<file path="config.mk">
export PLATFORM = sky130hd
export DESIGN_NAME = interrupt_controller
export DESIGN_NICKNAME = d
export VERILOG_FILES = /design/src/rtl/interrupt_controller_pkg.sv /design/src/rtl/interrupt_controller.sv
export SDC_FILE = /design/constraint.sdc
export NUM_CORES = 1
export LEC_CHECK = 0
export CAP_MARGIN = 20
export CELL_PAD_IN_SITES_DETAIL_PLACEMENT = 0
export CELL_PAD_IN_SITES_GLOBAL_PLACEMENT = 1
export CORE_UTILIZATION = 33
export DETAILED_ROUTE_END_ITERATION = 7
export PLACE_DENSITY = 0.84
export SLEW_MARGIN = 20
export SYNTH_ARGS = -nofsm -noshare
export SYNTH_HDL_FRONTEND = slang
export SYNTH_SLANG_ARGS = --single-unit
</file>
<file path="constraint.sdc">
create_clock -name clk -period 2.1 [get_ports clk]
set_input_delay 0.21 -clock clk [delete_from_list [all_inputs] [get_ports clk]]
set_output_delay 0.21 -clock clk [all_outputs]
set_load 0.05 [all_outputs]
</file>
<file path="src/rtl/interrupt_controller_pkg.sv">
// Shared pipeline definitions for the interrupt entry/return sequencer.
package interrupt_controller_pkg;

    localparam int CPU_PC_W   = 32;
    localparam int CPU_DATA_W = 16;
    localparam int CPU_FLAG_W = 4;

    typedef enum logic [2:0] {
        ST_IDLE    = 3'd0,
        ST_DRAIN   = 3'd1,
        ST_PUSH_HI = 3'd2,
        ST_PUSH_LO = 3'd3,
        ST_VECTOR  = 3'd4,
        ST_IN_ISR  = 3'd5
    } state_e;

endpackage

</file>
<file path="src/rtl/interrupt_controller.sv">
// Interrupt entry/return sequencer: drains the front end, pushes the resume PC
// as two stack halves, vectors fetch to the ISR and restores flags on RTI.
module interrupt_controller
    import interrupt_controller_pkg::*;
#(
    parameter int              PC_W         = CPU_PC_W,
    parameter int              DATA_W       = CPU_DATA_W,
    parameter int              FLAG_W       = CPU_FLAG_W,
    parameter logic [PC_W-1:0] ISR_PC       = 32'h0000_0100,
    parameter int              DRAIN_CYCLES = 2
) (
    input  logic              clk,
    input  logic              reset,
    input  logic              int_req,
    input  logic              pipe_busy,
    input  logic [PC_W-1:0]   resume_pc,
    input  logic [FLAG_W-1:0] flags_in,
    input  logic              rti_commit,
    output logic              if_flush,
    output logic              id_flush,
    output logic              pc_stall,
    output logic              pc_sel_int,
    output logic [PC_W-1:0]   isr_pc,
    output logic              int_mem_sel1,
    output logic              int_mem_sel2,
    output logic [DATA_W-1:0] push_data,
    output logic              dec_sp,
    output logic              flags_restore,
    output logic [FLAG_W-1:0] flags_out,
    output logic              int_active
);

    state_e            state_q, state_d;
    logic              int_req_q;
    logic              pending_q, pending_d;
    logic [3:0]        cnt_q, cnt_d;
    logic [PC_W-1:0]   saved_pc_q, saved_pc_d;
    logic [FLAG_W-1:0] saved_flags_q, saved_flags_d;
    logic              req_edge;

    assign req_edge = int_req & ~int_req_q;

    always_ff @(posedge clk or posedge reset) begin
        if (reset) begin
            state_q       <= ST_IDLE;
            int_req_q     <= 1'b0;
            pending_q     <= 1'b0;
            cnt_q         <= '0;
            saved_pc_q    <= '0;
            saved_flags_q <= '0;
        end else begin
            state_q       <= state_d;
            int_req_q     <= int_req;
            pending_q     <= pending_d;
            cnt_q         <= cnt_d;
            saved_pc_q    <= saved_pc_d;
            saved_flags_q <= saved_flags_d;
        end
    end

    // One-deep request latch: a new edge always wins over the clear at VECTOR.
    always_comb begin
        pending_d = pending_q;
        if (state_q == ST_VECTOR) pending_d = 1'b0;
        if (req_edge)             pending_d = 1'b1;
    end

    always_comb begin
        state_d       = state_q;
        cnt_d         = cnt_q;
        saved_pc_d    = saved_pc_q;
        saved_flags_d = saved_flags_q;
        if_flush      = 1'b0;
        id_flush      = 1'b0;
        pc_stall      = 1'b0;
        pc_sel_int    = 1'b0;
        int_mem_sel1  = 1'b0;
        int_mem_sel2  = 1'b0;
        push_data     = '0;
        dec_sp        = 1'b0;
        flags_restore = 1'b0;
        int_active    = 1'b0;
        case (state_q)
            ST_IDLE: begin
                if (pending_q && !pipe_busy) begin
                    state_d       = ST_DRAIN;
                    saved_pc_d    = resume_pc;
                    saved_flags_d = flags_in;
                    cnt_d         = 4'(DRAIN_CYCLES - 1);
                end
            end
            ST_DRAIN: begin
                if_flush = 1'b1;
                id_flush = 1'b1;
                pc_stall = 1'b1;
                if (cnt_q == '0) state_d = ST_PUSH_HI;
                else             cnt_d   = cnt_q - 4'd1;
            end
            ST_PUSH_HI: begin
                int_mem_sel1 = 1'b1;
                dec_sp       = 1'b1;
                pc_stall     = 1'b1;
                push_data    = saved_pc_q[PC_W-1 -: DATA_W];
                state_d      = ST_PUSH_LO;
            end
            ST_PUSH_LO: begin
                int_mem_sel2 = 1'b1;
                dec_sp       = 1'b1;
                pc_stall     = 1'b1;
                push_data    = saved_pc_q[DATA_W-1:0];
                state_d      = ST_VECTOR;
            end
            ST_VECTOR: begin
                pc_sel_int = 1'b1;
                state_d    = ST_IN_ISR;
            end
            ST_IN_ISR: begin
                int_active = 1'b1;
                if (rti_commit) begin
                    flags_restore = 1'b1;
                    state_d       = ST_IDLE;
                end
            end
            default: state_d = ST_IDLE;
        endcase
    end

    assign isr_pc    = ISR_PC;
    assign flags_out = saved_flags_q;

endmodule

</file>
==> flow_metrics.tcl, run 1 <==
set metrics [dict create \
    outcome "finished clean" \
    cts_sinks 45 \
    r2r-end "saved_pc_q[17]" \
    async_reset_ff_frac 1.00 \
    fillers 691 \
    multi_input_area_mm2 0.00113 \
    critPathArrivalTime_ns 1.71 \
    fmax_mhz 522 \
    dieArea_mm2 0.00794 \
    cts_buffers 5 \
    synth_top_area_cell "dfrtp_1" \
    syn_area_per_cell_um2 12.3 \
    ff2ff_path_depth 4 \
    clk_latency_ns 0.29 \
    timing.hold.ws_ns 0.254 \
    syn_area_mm2 0.00250 \
    gp_congestion 0.749 \
    reg2reg_from "state_q[1]" \
    clk_pin_slew_ns 0.08 \
    grt.overflow.total 0 \
    dp.cells 368 \
    path_max_fanout 12 \
    drtIter0Drc 17 \
    first_global_vias 1576 \
    cts_tree "built" \
    first_pass_iters 4 \
    core_area_mm2 0.00729 \
    finalWirelength_um 4770 \
    rsz0062_at_grt "no" \
    synth_commonest_cells "dfrtp_1 (45), buf_4 (33), mux2_4 (30)" \
    ir_drop_v 0.000854 \
    ys_warn_count 0 \
    antenna_found_initial 0 \
    crit_required_ns 1.89 \
    maxCapViolCount 0 \
    ys_top_cells_by_area "dfrtp_1 (45%), mux2_4 (18%), buf_4 (9.9%)" \
    postCtsSetupRepairBufs 0 \
    grt_pass1_wl_um 7750 \
    syn_inst 204 \
    die_h_um 89.1 \
    layout.nets 319 \
    routedWlPerCell_um 12.7 \
    antennaDiodeCount 0 \
    seqCellArea_mm2 0.00113 \
    final_antenna_net_count 0 \
    min_period_over_period 0.913 \
    skew_ns 0.00930 \
    viasPerCell 4.20 \
    yosysTopAreaCellShare 0.450 \
    htreeDepth 2 \
    power_per_cell_area_mw_per_mm2 1670 \
    port-buffer-count 69 \
    synthFlopType "dfrtp_1" \
    ff2ff_setup_slack_ns 0.26 \
    cts_buffer_depth 2 \
    startpoint_type "register" \
    dp_hpwl_um 3620 \
    start_util 0.344 \
    fin_crit_ns 1.92 \
    drive_above_1_share 0.310 \
    cts_hold_buffers 0 \
    hold_path_class "input port to async pin" \
    crit_type "register to output port" \
    fin_tns_setup_ns 0 \
    setup-violations-final 0 \
    synth_edf_count 0 \
    cp-end-kind "output port" \
    synth_cell_types 27 \
    drc 0 \
    leakage_nw 1.63 \
    synth-seq-cells 45 \
    die_x_um 89.1 \
    rows 31 \
    drv_slew 0 \
    boundaryPins 102 \
    cts-root-buf "clkbuf_8" \
    fin_cells 376 \
    grt_max_degree 25 \
    ys_seq_area_frac 0.450 \
    synth.most_common_cell "dfrtp_1" \
    hold_violations 0 \
    grt_usage 0.131 \
    vias 1581 \
    area_delta_synth_final_pct 42.5 \
]
==> how the worst max path moves through the flow <==
stage,depth (start not counted),to,start
finish,5,push_data[5],state_q[1]
global route,5,push_data[9],state_q[1]
CTS,5,push_data[5],state_q[1]
detailed placement,5,saved_pc_q[20],pipe_busy
global placement,4,cnt_q[1],pipe_busy
floorplan,4,flags_restore,state_q[2]
==> layout by cell type (no fill, tap or decap), types with 5 or more instances in the layout <==
master           synthesis  routed
clkbuf_8                 0       6
dfrtp_1                 45      45
clkdlybuf4s50_1          0      44
buf_4                   33       5
nor2_1                  23      23
mux2i_1                 16      16
mux2_4                  30      30
mux2_2                   8       8
inv_1                   10       9
buf_12                   3      28
conb_1                   2      32
==> per-stage QoR <==
stage               setup WS, ns  cell area (um^2)  total power (W)   util
global route              0.0888              3570          0.00631  0.489
CTS                       0.0312              3570          0.00602  0.489
finish                     0.184              3570          0.00596  0.489
floorplan                -0.0899              2630          0.00408      -
global placement           0.107              3450          0.00526  0.473
detailed placement         0.106              3450          0.00534  0.473
==> registers in the layout, summed over array words and instances, names as in the netlist <==
name / flops
saved_pc_q: 32
cnt_q: 4
flags_out: 4
state_q: 3
int_req_q: 1
pending_q: 1
==> layer usage <==
| layer | track usage | part of all wire | vias up | wire [um] |
|---|---|---|---|---|
| li1 | - | - | 753 | - |
| met2 | 0.213 | 0.49 | 53 | 2330 |
| met4 | 0.0433 | 0.014 | 0 | 69 |
| met1 | 0.173 | 0.45 | 767 | 2150 |
| met5 | 0 | 0 | - | 0 |
| met3 | 0.0295 | 0.048 | 8 | 228 |
==> layout make-up <==
class / instances / share of cell area
inverter: 10 / 0.0105
sequential: 45 / 0.316
tap: 99 / 0.0347
clock inverter: 1 / 0.00842
clock buffer: 7 / 0.0242
timing repair buffer: 77 / 0.291
multi-input combinational: 137 / 0.316
==> cell families after synthesis <==
family,synth area share
AO/OA/AOI/OAI,0.0240
XOR/XNOR,0.00699
adder cells (fa/ha/maj),0.00999
buffers and inverters,0.151
flip-flops,0.450
multiplexers,0.280
other,0.00300
AND/OR/NAND/NOR,0.0759
==> power by group <==
group	switching [W]	internal [W]
clock	0.000276	0.000388
sequential	0.000270	0.00130
combinational	0.00187	0.00186
total	0.00242	0.00354
==> critical path, stage by stage (launching register included) <==
cell	delay [ns]
dfrtp_1	0.44
buf_4	0.19
nand2_2	0.14
buf_4	0.23
nor2_1	0.24
buf_12	0.18
==> repair_timing <==
item	CTS	global route
resized for setup	0	1
endpoints found under the setup margin	0	11
hold endpoints to repair	0	0
No activity file was read; power rests on OpenSTA's default activity.
==> inputs of run 2 (changes only) <==
Settings changed: CELL_PAD_IN_SITES_DETAIL_PLACEMENT 0 to 1, CORE_UTILIZATION 33 to 36, GPL_TIMING_DRIVEN set to 0, PLACE_DENSITY 0.84 to 0.9.
Clock period 2.1 ns to 2.3 ns, I/O delays scaled along.
==> run 2 against run 1 <==
  * Clock power decreased by 30%
  * Flip-flop and latch count did not move
  * Sequential share of layout area grew 0.64 points
  * Final area shrank 2.0%
  * Non-clock buffer count is 35 higher
  * Combinational power fell by 20%
  * Global-route usage increased by 3.2 points
  * Power decreased by 18%
  * Final cell count increased by 4.3%
  * Die area decreased by 8.2%
  * Largest power group unchanged
  * Highest routed layer unchanged
==> flow_metrics.tcl, run 2 (same netlist as run 1, synthesis figures left out) <==
set metrics [dict create \
    dp.cells 384 \
    maxCapViolCount 0 \
    fin_cells 392 \
    final_area_mm2 0.00350 \
    viasPerCell 4.46 \
    ir_drop_v 0.000646 \
    comb_power_share 0.613 \
    switchingPower_w 0.00217 \
    layout.nets 354 \
    cts-root-buf "clkbuf_8" \
    critPathSlowestCell "or3b_2" \
    first_pass_iters 5 \
    final_antenna_net_count 0 \
    clk_latency_ns 0.29 \
    path_max_fanout 10 \
    htreeDepth 2 \
    critPathTopFamily "buffers and inverters" \
    path_cells "buf_2 > or3b_2 > inv_1 > buf_4 > clkdlybuf4s15_2" \
    routedWlPerCell_um 14.2 \
    min_period_over_period 0.959 \
    clk_pin_slew_ns 0.08 \
    antennaDiodeCount 0 \
    die_h_um 85.4 \
    largest_reg_flops 32 \
    cts_sinks 45 \
    dp_hpwl_um 4260 \
    outcome "finished clean" \
    die_x_um 85.4 \
    cp-end-kind "output port" \
    leakage_nw 1.72 \
    drv_slew 0 \
    layout_commonest_cell "dfrtp_1" \
    start_util 0.371 \
    core_area_mm2 0.00676 \
    fmax_mhz 454 \
    grt.overflow.total 0 \
    hold_path_class "input port to async pin" \
    final_util 0.518 \
    antenna_found_initial 0 \
    critPathArrivalTime_ns 1.97 \
    drc 0 \
    skew_ns 0.00404 \
    slew_headroom 0.644 \
    layout_common_cells "dfrtp_1 (45), clkdlybuf4s50_1 (44), buf_4 (33)" \
    grt_pass1_wl_um 9220 \
    drive_above_1_share 0.365 \
    rsz0062_at_grt "yes" \
    finalPower_w 0.00488 \
    crit_type "register to output port" \
    cts_tree "built" \
    pwr-share-clk 0.096 \
    grt_max_degree 24 \
    power_per_cell_area_mw_per_mm2 1400 \
    rows 30 \
    cts_buffer_depth 2 \
    placed_cell_area_mm2 0.00344 \
    startpoint_type "register" \
    dieArea_mm2 0.00730 \
    drtIter0Drc 53 \
    swShare 0.444 \
    worst_slew_pin_slew_ns 0.533 \
    finalWirelength_um 5590 \
    seqPwrFrac 0.291 \
    cts_buffers 5 \
    boundaryPins 102 \
    gp_congestion 0.710 \
    cp_slowest_stage_delay_ns 0.54 \
    area_delta_synth_final_pct 39.6 \
    cp_num_buf_inv 4 \
    p_int_w 0.00272 \
    crit_required_ns 2.07 \
    grt_usage 0.163 \
    first_global_vias 1852 \
    setup-violations-final 0 \
    vias 1747 \
    largest_register "saved_pc_q" \
    fin_crit_ns 2.20 \
    hold_violations 0 \
    port-buffer-count 69 \
]
[run 2: cell types whose count changed in the layout (fill, tap and decap cells not counted), moves of 5 or more]
| cell | previous run | this run |
|---|---|---|
| buf_2 | 0 | 7 |
| clkbuf_4 | 0 | 5 |
| clkdlybuf4s15_2 | 0 | 10 |
| buf_4 | 5 | 33 |
| buf_12 | 28 | 3 |
[run 2: final timing paths]
path | from | depth (start not counted) | slack, ns | to
max reg2reg | state_q[0] | 5 | 0.34 | saved_pc_q[8]
max in group asynchronous | reset | 3 | 1.51 | saved_pc_q[22]
max | state_q[1] | 5 | 0.1 | if_flush
min reg2reg | int_req_q | 1 | 0.45 | pending_q
min in group clk | int_req | 1 | 0.43 | int_req_q
min | reset | 2 | 0.29 | int_req_q
[run 2: what timing repair did]
action,CTS,global route
gates cloned,0,0
setup endpoints to repair,25,11
buffers inserted,0,0
hold buffers,0,0
hold endpoints to repair,0,0
gates resized for setup,73,22
[run 2: metal layers]
layer / share of wire / global-route usage
met1: 0.40 / 0.191
met2: 0.54 / 0.293
met3: 0.055 / 0.0467
met4: 0.0059 / 0.0409
met5: 0 / 0
[run 2: worst register-to-register path: stages, from the launching register on]
cell     delay, ns
dfrtp_1       0.38
buf_6         0.13
or4b_4        0.57
nor2_8        0.26
buf_12        0.20
mux2_4        0.31
[run 2: cell type report]
class | instances | area, um^2
fillers | 739 | 3260
flip-flops and latches | 45 | 1130
multi-input cells | 137 | 1130
repair buffers | 70 | 678
plain buffers | 42 | 349
well taps | 80 | 100
clock buffers | 8 | 80.1
inverters | 10 | 37.5
[run 2: power groups by stage]
stage	clock network [W]	logic, W	registers [W]
2_1_floorplan	0	0.00223	0.00149
3_3_place_gp	0	0.00301	0.00141
3_5_place_dp	0	0.00309	0.00143
4_1_cts	0.000481	0.00304	0.00142
5_1_grt	0.000521	0.00318	0.00147
6_report	0.000468	0.00299	0.00142
[run 2: metrics by stage]
| step | hold slack (ns) | setup slack (ns) | TNS [ns] |
|---|---|---|---|
| after floorplan | 0.261 | 0.0827 | 0 |
| after global placement | 0.417 | -0.321 | -3.57 |
| after detailed placement | 0.449 | -0.382 | -4.68 |
| after CTS | 0.314 | 0.00115 | 0 |
| after global routing | 0.314 | -0.0173 | -0.0206 |
| final | 0.293 | 0.0950 | 0 |
==> inputs of run 3 (changes only) <==
Settings changed: CORE_ASPECT_RATIO set to 1.4, CORE_UTILIZATION 36 to 37, CTS_BUF_LIST set to sky130_fd_sc_hd__clkbuf_2 sky130_fd_sc_hd__clkbuf_4 sky130_fd_sc_hd__clkbuf_8, PLACE_DENSITY 0.9 to 0.92.
==> run 3 against run 2 <==
  * Largest power group unchanged
  * Flip-flop and latch count stayed put
  * Global-route usage is 0.54 points higher
  * Clock skew is 0.0036 ns higher
  * Critical endpoint unchanged
  * Non-clock buffer count stayed put
  * Setup slack worse by 0.0080 ns
  * Critical path depth stayed put
==> flow_metrics.tcl, run 3 (same netlist as run 1, synthesis figures left out) <==
set metrics [dict create \
    die_h_um 99.4 \
    clk_pin_slew_ns 0.08 \
    startpoint_type "register" \
    leakage_nw 1.73 \
    cts_sinks 45 \
    outcome "finished clean" \
    clk_latency_ns 0.29 \
    min_period_over_period 0.962 \
    antennaDiodeCount 0 \
    cts_buffer_depth 2 \
    first_pass_iters 4 \
    routedWlPerCell_um 14.8 \
    gp_congestion 0.780 \
    drv_slew 0 \
    cts_buffers 5 \
    final_antenna_net_count 0 \
    drive_above_1_share 0.372 \
    timing.hold.ws_ns 0.288 \
    boundaryPins 102 \
    grt.overflow.total 0 \
    dp.cells 378 \
    fin_cells 386 \
    critPathArrivalTime_ns 1.98 \
    die_x_um 71.5 \
    grt_max_degree 26 \
    crit_required_ns 2.07 \
    rows 35 \
    place_ws_ns -0.372 \
    slew_headroom 0.657 \
    grt_usage 0.169 \
    rsz0062_at_grt "no" \
    antenna_found_initial 0 \
    core_area_mm2 0.00657 \
    finalWirelength_um 5720 \
    largest_reg_flops 32 \
    postCtsSetupRepairBufs 0 \
    setup-violations-final 0 \
    dp_hpwl_um 4380 \
    path_max_fanout 10 \
    vias 1741 \
    crit_type "register to output port" \
    drtIter0Drc 50 \
    cp-end-kind "output port" \
    placed_cell_area_mm2 0.00343 \
    htreeDepth 2 \
    viasPerCell 4.51 \
    hold_violations 0 \
    drc 0 \
    dieArea_mm2 0.00711 \
    final_area_mm2 0.00348 \
    largest_register "saved_pc_q" \
    layout_common_cells "dfrtp_1 (44), clkdlybuf4s50_1 (44), buf_4 (33)" \
    ff2ff_setup_slack_ns 0.35 \
    first_global_vias 1802 \
    start_util 0.381 \
    maxCapViolCount 0 \
    cts-root-buf "clkbuf_8" \
    power_per_cell_area_mw_per_mm2 1410 \
    ir_drop_v 0.000618 \
    layout.nets 354 \
    worst_slew_pin_slew_ns 0.516 \
    setup_ws_ns 0.0870 \
    area_delta_synth_final_pct 39.1 \
    grt_pass1_wl_um 9210 \
    reg2reg_from "state_q[0]" \
    fmax_mhz 452 \
    skew_ns 0.00766 \
    cts_tree "built" \
    port-buffer-count 69 \
    startpoint "state_q[1]" \
    hold_path_class "input port to async pin" \
    fin_crit_ns 2.21 \
]
run 3: power by group:
part	internal [W]	total, W	switching (W)
clock network	0.000252	0.000507	0.000255
registers	0.00119	0.00143	0.000239
logic	0.00130	0.00298	0.00168
run 3: final timing paths:
check	endpoint	depth (start not counted)
worst max-delay path	if_flush	5
worst min register to register	pending_q	1
worst min-delay path	saved_pc_q[17]	2
worst max register to register	saved_pc_q[26]	5
max in group asynchronous	state_q[2]	3
min in group clk	int_req_q	1
run 3: layer usage:
layer  share of wire  global-route usage
met1            0.38               0.188
met2            0.55               0.325
met3           0.060              0.0355
met4          0.0080              0.0362
met5               0                   0
run 3: critical path, stage by stage (launching register included):
cell	delay, ns
dfrtp_1	0.38
buf_2	0.19
or3b_2	0.54
inv_1	0.12
buf_4	0.11
clkdlybuf4s15_2	0.35
run 3: what timing repair did:
item                       in CTS  in global routing
hold buffers                    0                  0
pin swaps                       0                  0
setup endpoints to repair      25                 12
resized for setup              71                 18
run 3: area by class of cell:
type | instances | area (um^2)
fill | 717 | 3080
timing repair buffer | 70 | 666
buffer | 42 | 349
clock buffer | 8 | 91.3
multi-input combinational | 137 | 1120
sequential | 45 | 1130
tap | 74 | 92.6
inverter | 10 | 37.5
run 3: per-stage QoR:
stage / TNS (ns) / total power [W] / utilization
after floorplan: 0 / 0.00372 / -
after global placement: -3.11 / 0.00442 / 0.518
after detailed placement: -3.95 / 0.00454 / 0.522
after CTS: 0 / 0.00502 / 0.538
after global routing: 0 / 0.00522 / 0.530
final: 0 / 0.00492 / 0.530
